File: src/rtl/video_stream_pkg.sv
// ---------------------------------------------------------------------------
// video_stream_pkg
// Shared types and constants for the video stream framer.
//   framer_state_t : framer FSM states (IDLE, LINE, HGAP, VGAP)
//   DEF_*          : default pixel width, frame dimensions and gap lengths
//   FRAME_CNT_W    : width of the optional completed-frame counter
//   cnt_width()    : bits needed to hold 0..n-1, never less than 1
// ---------------------------------------------------------------------------
package video_stream_pkg;

  typedef enum logic [1:0] {
    IDLE = 2'd0,
    LINE = 2'd1,
    HGAP = 2'd2,
    VGAP = 2'd3
  } framer_state_t;

  localparam int DEF_DATA_WIDTH   = 8;
  localparam int DEF_FRAME_WIDTH  = 640;
  localparam int DEF_FRAME_HEIGHT = 480;
  localparam int DEF_H_GAP        = 4;
  localparam int DEF_V_GAP        = 16;

  localparam int FRAME_CNT_W = 16;

  // A counter that runs 0..n-1 needs $clog2(n) bits; a 1-value counter
  // still needs a real (1-bit) register.
  function automatic int cnt_width(input int n);
    return (n > 1) ? $clog2(n) : 1;
  endfunction

endpackage

File: src/rtl/stream_pos_counter.sv
// ---------------------------------------------------------------------------
// stream_pos_counter
// Column/line position of the next pixel inside a frame.
//   clk, reset_n : clock, asynchronous active-low reset
//   advance      : one pixel has been accepted this cycle
//   x, y         : column and line of the next pixel to be accepted
//   last_x       : x is the final column of a line
//   last_y       : y is the final line of a frame
// x wraps to 0 after the final column and bumps y; y wraps to 0 after the
// final pixel of the final line.
// ---------------------------------------------------------------------------
module stream_pos_counter
  import video_stream_pkg::*;
#(
  parameter int FRAME_WIDTH  = DEF_FRAME_WIDTH,
  parameter int FRAME_HEIGHT = DEF_FRAME_HEIGHT,
  localparam int X_W = cnt_width(FRAME_WIDTH),
  localparam int Y_W = cnt_width(FRAME_HEIGHT)
) (
  input  logic           clk,
  input  logic           reset_n,
  input  logic           advance,
  output logic [X_W-1:0] x,
  output logic [Y_W-1:0] y,
  output logic           last_x,
  output logic           last_y
);

  localparam logic [X_W-1:0] X_MAX = X_W'(FRAME_WIDTH - 1);
  localparam logic [Y_W-1:0] Y_MAX = Y_W'(FRAME_HEIGHT - 1);

  assign last_x = (x == X_MAX);
  assign last_y = (y == Y_MAX);

  always_ff @(posedge clk or negedge reset_n) begin
    if (!reset_n) begin
      x <= '0;
      y <= '0;
    end else if (advance) begin
      if (last_x) begin
        x <= '0;
        y <= last_y ? '0 : y + 1'b1;
      end else begin
        x <= x + 1'b1;
      end
    end
  end

endmodule

File: src/rtl/video_stream_framer.sv
// ---------------------------------------------------------------------------
// video_stream_framer
// Accepts a raw pixel stream and re-emits it with line/frame markers, pacing
// the input with idle gaps between lines (H_GAP) and between frames (V_GAP).
//
// Ports:
//   clk, reset_n  : clock, asynchronous active-low reset
//   enable_i      : permits a new frame; looked at only at frame boundaries
//   data_i        : raw pixel
//   data_valid_i  : data_i valid
//   ready_o       : framer accepts a pixel this cycle (combinational)
//   data_o        : framed pixel (holds last value when not valid)
//   data_valid_o  : data_o valid
//   sop_o / eop_o : first / last pixel of a line
//   sof_o / eof_o : first / last pixel of a frame
//   frame_cnt_o   : completed-frame count, only with FRAMER_FRAME_CNT_EN
//
// Handshake: a pixel moves when data_valid_i and ready_o are both 1 at a
// rising clk edge. ready_o never depends on data_valid_i. Every transfer
// shows up on data_o/data_valid_o with its markers exactly one cycle later;
// cycles without a transfer produce data_valid_o=0 and no markers.
//
// Optional feature: define FRAMER_FRAME_CNT_EN to add frame_cnt_o, which
// counts eof pixels (wrapping at 2**16) and updates the cycle after eof_o.
//
// The FSM state is kept in the signal 'state' (framer_state_t) so it can be
// observed hierarchically.
// ---------------------------------------------------------------------------
module video_stream_framer
  import video_stream_pkg::*;
#(
  parameter int DATA_WIDTH   = DEF_DATA_WIDTH,
  parameter int FRAME_WIDTH  = DEF_FRAME_WIDTH,
  parameter int FRAME_HEIGHT = DEF_FRAME_HEIGHT,
  parameter int H_GAP        = DEF_H_GAP,
  parameter int V_GAP        = DEF_V_GAP
) (
  input  logic                  clk,
  input  logic                  reset_n,
  input  logic                  enable_i,
  input  logic [DATA_WIDTH-1:0] data_i,
  input  logic                  data_valid_i,
  output logic                  ready_o,
  output logic [DATA_WIDTH-1:0] data_o,
  output logic                  data_valid_o,
  output logic                  sop_o,
  output logic                  eop_o,
  output logic                  sof_o,
  output logic                  eof_o
`ifdef FRAMER_FRAME_CNT_EN
  ,
  output logic [FRAME_CNT_W-1:0] frame_cnt_o
`endif
);

  localparam int X_W     = cnt_width(FRAME_WIDTH);
  localparam int Y_W     = cnt_width(FRAME_HEIGHT);
  localparam int GAP_MAX = (H_GAP > V_GAP) ? H_GAP : V_GAP;
  localparam int GAP_W   = cnt_width(GAP_MAX);

  // The gap counter runs 0..GAP-1; these are its terminal values. A zero
  // gap never enters the gap state, so its terminal value is irrelevant.
  localparam logic [GAP_W-1:0] H_LAST = (H_GAP > 0) ? GAP_W'(H_GAP - 1) : '0;
  localparam logic [GAP_W-1:0] V_LAST = (V_GAP > 0) ? GAP_W'(V_GAP - 1) : '0;

  framer_state_t    state;
  framer_state_t    next_state;
  logic             xfer;
  logic [X_W-1:0]   x;
  logic [Y_W-1:0]   y;
  logic             last_x;
  logic             last_y;
  logic [GAP_W-1:0] gap_cnt;
  logic             gap_done;

  // -------------------------------------------------------------------------
  // Handshake
  // -------------------------------------------------------------------------
  assign ready_o = (state == LINE);
  assign xfer    = data_valid_i & ready_o;

  // -------------------------------------------------------------------------
  // Pixel position
  // -------------------------------------------------------------------------
  stream_pos_counter #(
    .FRAME_WIDTH  (FRAME_WIDTH),
    .FRAME_HEIGHT (FRAME_HEIGHT)
  ) u_pos (
    .clk     (clk),
    .reset_n (reset_n),
    .advance (xfer),
    .x       (x),
    .y       (y),
    .last_x  (last_x),
    .last_y  (last_y)
  );

  // -------------------------------------------------------------------------
  // FSM
  // -------------------------------------------------------------------------
  always_ff @(posedge clk or negedge reset_n) begin
    if (!reset_n) begin
      state <= IDLE;
    end else begin
      state <= next_state;
    end
  end

  always_comb begin
    next_state = state;
    gap_done   = 1'b0;
    case (state)
      IDLE: begin
        if (enable_i) begin
          next_state = LINE;
        end
      end
      LINE: begin
        // Only the last pixel of a line can move us out of LINE; a stall
        // (no transfer) keeps everything where it is.
        if (xfer && last_x) begin
          if (last_y) begin
            // End of frame: this is the only place besides IDLE where
            // enable_i matters, so a mid-frame drop cannot cut a frame.
            if (V_GAP > 0) begin
              next_state = VGAP;
            end else begin
              next_state = enable_i ? LINE : IDLE;
            end
          end else if (H_GAP > 0) begin
            next_state = HGAP;
          end
        end
      end
      HGAP: begin
        if (gap_cnt == H_LAST) begin
          gap_done   = 1'b1;
          next_state = LINE;
        end
      end
      VGAP: begin
        if (gap_cnt == V_LAST) begin
          gap_done   = 1'b1;
          next_state = enable_i ? LINE : IDLE;
        end
      end
      default: begin
        next_state = IDLE;
      end
    endcase
  end

  // Gap counter: zero outside the gap states, so each gap starts from 0.
  always_ff @(posedge clk or negedge reset_n) begin
    if (!reset_n) begin
      gap_cnt <= '0;
    end else if (((state == HGAP) || (state == VGAP)) && !gap_done) begin
      gap_cnt <= gap_cnt + 1'b1;
    end else begin
      gap_cnt <= '0;
    end
  end

  // -------------------------------------------------------------------------
  // Registered output stage
  // -------------------------------------------------------------------------
  always_ff @(posedge clk or negedge reset_n) begin
    if (!reset_n) begin
      data_o       <= '0;
      data_valid_o <= 1'b0;
      sop_o        <= 1'b0;
      eop_o        <= 1'b0;
      sof_o        <= 1'b0;
      eof_o        <= 1'b0;
    end else begin
      data_valid_o <= xfer;
      sop_o        <= xfer & (x == '0);
      eop_o        <= xfer & last_x;
      sof_o        <= xfer & (x == '0) & (y == '0);
      eof_o        <= xfer & last_x & last_y;
      if (xfer) begin
        data_o <= data_i;
      end
    end
  end

`ifdef FRAMER_FRAME_CNT_EN
  // Counts completed frames; natural 16-bit wrap from 65535 to 0.
  always_ff @(posedge clk or negedge reset_n) begin
    if (!reset_n) begin
      frame_cnt_o <= '0;
    end else if (eof_o) begin
      frame_cnt_o <= frame_cnt_o + 1'b1;
    end
  end
`endif

endmodule

File: config.mk
export PLATFORM = sky130hd
export DESIGN_NAME = video_stream_framer
export DESIGN_NICKNAME = d
export VERILOG_FILES = /design/src/rtl/video_stream_pkg.sv /design/src/rtl/stream_pos_counter.sv /design/src/rtl/video_stream_framer.sv
export SDC_FILE = /design/constraint.sdc
export NUM_CORES = 1
export LEC_CHECK = 0
export BUFFER_PORTS_ARGS = -buffer_cell sky130_fd_sc_hd__clkbuf_2
export CAP_MARGIN = 5
export CELL_PAD_IN_SITES_DETAIL_PLACEMENT = 0
export CELL_PAD_IN_SITES_GLOBAL_PLACEMENT = 1
export CORE_MARGIN = 1
export CORE_UTILIZATION = 43
export DETAILED_ROUTE_END_ITERATION = 12
export MAX_ROUTING_LAYER = met4
export PLACE_DENSITY_LB_ADDON = 0.1
export SYNTH_ARGS = -nofsm -noshare
export SYNTH_HDL_FRONTEND = slang
export SYNTH_SLANG_ARGS = --single-unit
export TNS_END_PERCENT = 20
File: constraint.sdc
create_clock -name clk -period 2.8 [get_ports clk]
set_input_delay 0.14 -clock clk [delete_from_list [all_inputs] [get_ports clk]]
set_output_delay 0.14 -clock clk [all_outputs]
set_load 0.005 [all_outputs]
==> metrics, run 1 <==
Clock Path Buffers=2; Power per Cell Area=around 660 nW/µm²; CP startpoint kind=flop; DR vias/cell=5.257; FMAX=between 400 and 500 MHz; CTS tree=yes; Cell Area, Synth=1743 µm²; total power=between 1 and 1.5 mW; # rows=22; fin crit period=2.069 ns; Final Hold Vio Count=38; hold_buf cts=0; routability cong.=0.7687; clk_lat worst skew=a little under 0.3 ns; synthesized area per cell=about 10 µm²; pins over their slew limit=0; largest net degree at the start of global routing=39; Synth area leaders=dfrtp_1 55%, nand2_1 9.0%, ha_1 3.6%, xnor2_1 3.5%, o21ai_0 2.0%; Worst VDD drop=0.0003015 V; clk sink count=38; CTS resizes=0; DIE HEIGHT=between 60 and 70 µm; non-filler instance count after layout=249; Fin Hold WS=-0.01992 ns; clock buffer count from CTS=5; first-pass GRT wire length=5706 µm; status=finished, violations left; Port Buffer Count=25; dpl cells=241; wire length per cell=around 13 µm; Die W=about 66 µm; Final period util=73.88%; register area share after synthesis=54.56%; CTS clk-pin slew, worst paths=0.07 ns; worst hold path type=in2async; Post-synth ARST share=between 90% and 100%; Fin Setup TNS=0 ns; Routed WL=approximately 3200 µm; Final nets=217; vias=around 1300; global-route usage over all layers=18.37%; static leakage=0.9748 nW; Root Driver=clkbuf_8; io pins=26; Slew HR=37.58%; violations in the final reports=negative hold slack; grt ovf=0; Synthesized Nets=189; Ys Warns=0; Post-synth EDFFs=0; commonest non-fill, non-tap cells in the layout=42 x nand2_1, 38 x dfrtp_1, 25 x clkbuf_2; Initial DRC Count=~80; Area Growth Syn to Fin=17.52%; layout cells sized above 1=around a fifth; starting density of the core=46.22%; drt pass-1 iters=4; synth unique cells=37; FF-to-FF setup slack=about 0.73 ns; Synth area leader=dfrtp_1; vias in the first global route=1270; setup violators final=0; CP required=approximately 3.0 ns; crit path DAT=2.25 ns; postcts setup bufs=0; area share of the largest cell type after synthesis=a little over half; Max Cap Viol=0; #FFs+latches synth=38; diodes inserted=0; CP max FO=15; Mapped Cells=172; Main synth FF type=dfrtp_1; Least-Margin Pin Slew=0.9363 ns; Setup crit end kind=flop; Final Core Density=54.31%; remaining antenna violation count=0; initial antenna violation count=0; WS Path Type=reg2reg; Max Clock Skew=roughly 0.0047 ns; RSZ-0062 raised after global routing=no; DRC=0; core area=approximately 3800 µm²; HPWL Detailed=2219 µm; DIE AREA=4312 µm²; most common cell after layout, fill and taps aside=nand2_1; H-tree Lvls=2
## per-layer routing
metal,up-vias,track usage (%),routed length (µm)
met5,-,-,0
met4,0,10.60,78
met3,8,4.167,167
met2,46,25.64,1445
met1,611,24.33,1524
li1,644,-,-
## critical path, stage by stage, from the launching register on
cell	delay, ns
dfrtp_1	0.48
nand3b_4	0.21
or4_4	0.68
nor3_1	0.23
mux2_2	0.35
## power breakdown
| group | internal [mW] | leakage, nW | switching (mW) | total [mW] |
|---|---|---|---|---|
| logic | 0.0601 | 0.425 | 0.0675 | 0.128 |
| registers | 0.596 | 0.479 | 0.0466 | 0.643 |
| clock network | 0.380 | 0.0714 | 0.192 | 0.572 |
| total | 1.04 | 0.975 | 0.307 | 1.34 |
## per-stage QoR
| step | area (µm²) | setup WS, ns |
|---|---|---|
| after global routing | 2048 | 0.6289 |
| final | 2048 | 0.7312 |
| after floorplan | 1743 | 0.9976 |
| after detailed placement | 1906 | 0.7293 |
| after CTS | 2048 | 0.7179 |
| after global placement | 1906 | 0.7570 |
## state kept, by name, summed over array words and instances (netlist names)
register / count
data_o: 8
data_valid_o: 1
eof_o: 1
eop_o: 1
gap_cnt: 4
sof_o: 1
sop_o: 1
state: 2
u_pos.x: 10
u_pos.y: 9
## synthesized netlist by cell type, drive strengths merged, types with 3 or more instances
cell	n
nor2	8
and3	4
xnor2	7
ha	5
dfrtp	38
or4	4
nand2	42
a21oi	4
nand3	5
nor3	5
o21ai	7
nor4	3
nand4	4
inv	9
xor2	3
## layout make-up
class                      count  area (µm²)
fill                         342        1723
sequential                    38       950.9
multi-input combinational    120       732.0
timing repair buffer          25       125.1
clock buffer                   6       82.58
clock inverter                 2       60.06
tap                           48       60.06
inverter                      10       37.54
## cells by family (layout without fill, tap and decap cells)
family	count (synthesis)	count (layout)	synth area share, %
AND/OR/NAND/NOR	83	83	24.77
flip-flops	38	38	54.56
AO/OA/AOI/OAI	19	19	6.820
buffers and inverters	14	43	3.445
XOR/XNOR	10	10	5.025
adder cells (fa/ha/maj)	5	5	3.589
multiplexers	3	3	1.795
## final timing paths
path                       startpoint          to  cells past startpoint
max                          state[0]  u_pos.y[8]                      4
min                           reset_n  u_pos.y[8]                      1
max reg2reg                  state[0]  u_pos.y[8]                      4
min reg2reg                gap_cnt[0]  gap_cnt[0]                      1
max in group asynchronous     reset_n  u_pos.x[0]                      1
min in group clk            data_i[2]   data_o[2]                      3
(Power assumes the default switching activity.)
==> inputs of run 2 (changes only) <==
==> constraint.sdc (replaced) <==
create_clock -name clk -period 2.1 [get_ports clk]
set_input_delay 0.105 -clock clk [delete_from_list [all_inputs] [get_ports clk]]
set_output_delay 0.105 -clock clk [all_outputs]
set_load 0.005 [all_outputs]
==> run 2 against run 1 <==
Maximum frequency increased by 5.8%. Cell area rose by 2.4%. Critical endpoint is now u_pos.y[5]. Clock skew fell by 0.00095 ns. Worst setup slack worse by 0.59 ns. Global-route usage is 0.97 points higher. Die area is the same. The flow now finishes without violations. Power increased by 16%. Cell count grew 4.4%. Critical path type unchanged. Register-to-register slack worse by 0.59 ns. Largest power group unchanged.
==> metrics, run 2 (synthesized netlist as in run 1, its figures left out) <==
Pint=1.160 mW (was 1.036 mW); io pins=26 (unchanged); H-tree Lvls=2 (unchanged); CP startpoint kind=flop (unchanged); Final Hold Vio Count=0 (was 38); status=finished, final reports clean (was finished, violations left); Final nets=228 (was 217); part of the power in registers=54.7% (was 47.9%); Routed WL=3454 µm (was 3216 µm); pins over their slew limit=0 (unchanged); fin crit period=1.956 ns (was 2.069 ns); buffers plus inverters on the worst setup path=1 (was 0); first-pass GRT wire length=5961 µm (was 5706 µm); Least-Margin Pin Slew=0.9265 ns (was 0.9363 ns); layout cells sized above 1=19.34% (was 18.91%); Critical Path Max Stage Delay=0.52 ns (was 0.68 ns); crit path DAT=2.16 ns (was 2.25 ns); CP max-delay cell=or4_4 (unchanged); clock buffer count from CTS=5 (unchanged); clk sink count=38 (unchanged); Fin Setup TNS=0 ns (unchanged); CTS tree=yes (unchanged); DRC=0 (unchanged); top flop regs=u_pos.x x10, u_pos.y x9, data_o x8 (unchanged); Root Driver=clkbuf_8 (unchanged); # rows=22 (unchanged); FMAX=511.2 MHz (was 483.4 MHz); starting density of the core=46.22% (unchanged); grt ovf=0 (unchanged); core area=3771 µm² (unchanged); CTS clk-pin slew, worst paths=0.07 ns (about the same); RSZ-0062 raised after global routing=no (unchanged); register area=950.9 µm² (unchanged); Clock Path Buffers=2 (unchanged); vias in the first global route=1358 (was 1270); Largest Register=u_pos.x (unchanged); Final period util=93.14% (was 73.88%); Port Buffer Count=25 (unchanged); setup violators final=0 (unchanged); most common cell after layout, fill and taps aside=nand2_1 (unchanged); commonest non-fill, non-tap cells in the layout=42 x nand2_1, 38 x dfrtp_1, 25 x clkbuf_2 (unchanged); Area Growth Syn to Fin=20.32% (was 17.52%); net switching power=399.0 µW (was 306.6 µW); drt pass-1 iters=4 (unchanged); HPWL Detailed=2325 µm (was 2219 µm); cell family with most CP delay=simple AND/OR/NAND/NOR gates (unchanged); largest net degree at the start of global routing=39 (unchanged); WS Path Type=reg2reg (unchanged); Setup crit end kind=flop (unchanged); max reg flops=10 (unchanged); remaining antenna violation count=0 (unchanged); vias=1369 (was 1309); Die W=65.67 µm (unchanged); Max Cap Viol=0 (unchanged); Slew HR=38.23% (was 37.58%); clk_lat worst skew=0.29 ns (about the same); sw frac=25.60% (was 22.83%); Power per Cell Area=743.3 nW/µm² (was 655.7 nW/µm²); global-route usage over all layers=19.34% (was 18.37%); Cell Chain, Critical Path=ha_1, nand2_1, or4_4, buf_4, nor4_4, mux2i_1 (was nand3b_4, or4_4, nor3_1, mux2_2); CP max FO=10 (was 15); DIE HEIGHT=65.67 µm (unchanged); static leakage=1.000 nW (was 0.9748 nW); routability cong.=0.8538 (was 0.7687); initial antenna violation count=0 (unchanged); Max Clock Skew=0.003701 ns (was 0.004652 ns); clock power share=32.8% (was 42.6%); CP required=2.31 ns (was 2.98 ns); Worst VDD drop=0.0005025 V (was 0.0003015 V); final-layout fill cell count=324 (was 342); worst hold path type=in2reg (was in2async); area of the multi-input gates=732.0 µm² (unchanged); DIE AREA=4312 µm² (unchanged); total power=1.559 mW (was 1.343 mW); Gate power share=12.5% (was 9.5%); wire length per cell=13.28 µm (was 12.92 µm); Initial DRC Count=105 (was 78); DR vias/cell=5.265 (was 5.257); diodes inserted=0 (unchanged)
==> run 2: tightest hold or removal path, delay by kind of cell <==
kind,cells,cell delay (ns)
simple gates,2,0.08
buf+inv,1,0.07
==> run 2: power by group through the flow <==
| stage | combinational [mW] | sequential, mW | clock, mW |
|---|---|---|---|
| CTS | 0.182 | 0.855 | 0.532 |
| finish | 0.195 | 0.853 | 0.511 |
| detailed placement | 0.172 | 0.868 | 0 |
| global placement | 0.168 | 0.867 | 0 |
| global route | 0.223 | 0.862 | 0.557 |
| floorplan | 0.0991 | 0.859 | 0 |
==> run 2: layer usage <==
| metal | global-route usage (%) | vias to the layer above | share of wire (%) |
|---|---|---|---|
| met3 | 3.993 | 7 | 4.0 |
| li1 | - | 670 | - |
| met2 | 29.08 | 26 | 46 |
| met1 | 23.96 | 666 | 47 |
| met4 | 11.41 | 0 | 2.5 |
| met5 | - | - | 0 |
==> run 2: repair_timing <==
action | CTS | global route
gates resized for setup | 0 | 0
setup endpoints to repair | 0 | 1
hold buffers | 6 | 1
endpoints found under the hold margin | 43 | 1
setup buffers | 0 | 1
==> run 2: final cells by class <==
| class | count | share of cell area, % |
|---|---|---|
| flip-flops and latches | 38 | 45.35 |
| multi-input cells | 120 | 34.90 |
| repair buffers | 36 | 10.74 |
| clock buffers | 7 | 4.117 |
| well taps | 48 | 2.864 |
| inverters | 10 | 1.790 |
| clock inverters | 1 | 0.2387 |
==> run 2: through the flow <==
stage	hold WS (ns)	util (%)	cell area, µm²	instances	setup slack [ns]
finish	0.003741	55.61	2097	260	0.1440
global route	0.01317	55.61	2097	260	0.02616
CTS	0.0005482	55.14	2079	258	0.1296
detailed placement	0.2977	51.13	1928	244	0.1513
global placement	0.2885	51.13	1928	244	0.2392
floorplan	-0.1906	-	1743	172	0.2976
==> run 2: worst paths after layout <==
check | from | endpoint | slack [ns] | cells after the start
max reg2reg | u_pos.x[1] | u_pos.y[5] | 0.14 | 6
max in group asynchronous | reset_n | gap_cnt[1] | 1.04 | 2
max | u_pos.x[1] | u_pos.y[5] | 0.14 | 6
min reg2reg | gap_cnt[0] | gap_cnt[0] | 0.47 | 1
min | data_i[1] | data_o[1] | 0.004 | 3
min in group asynchronous | reset_n | u_pos.y[4] | 0.48 | 2
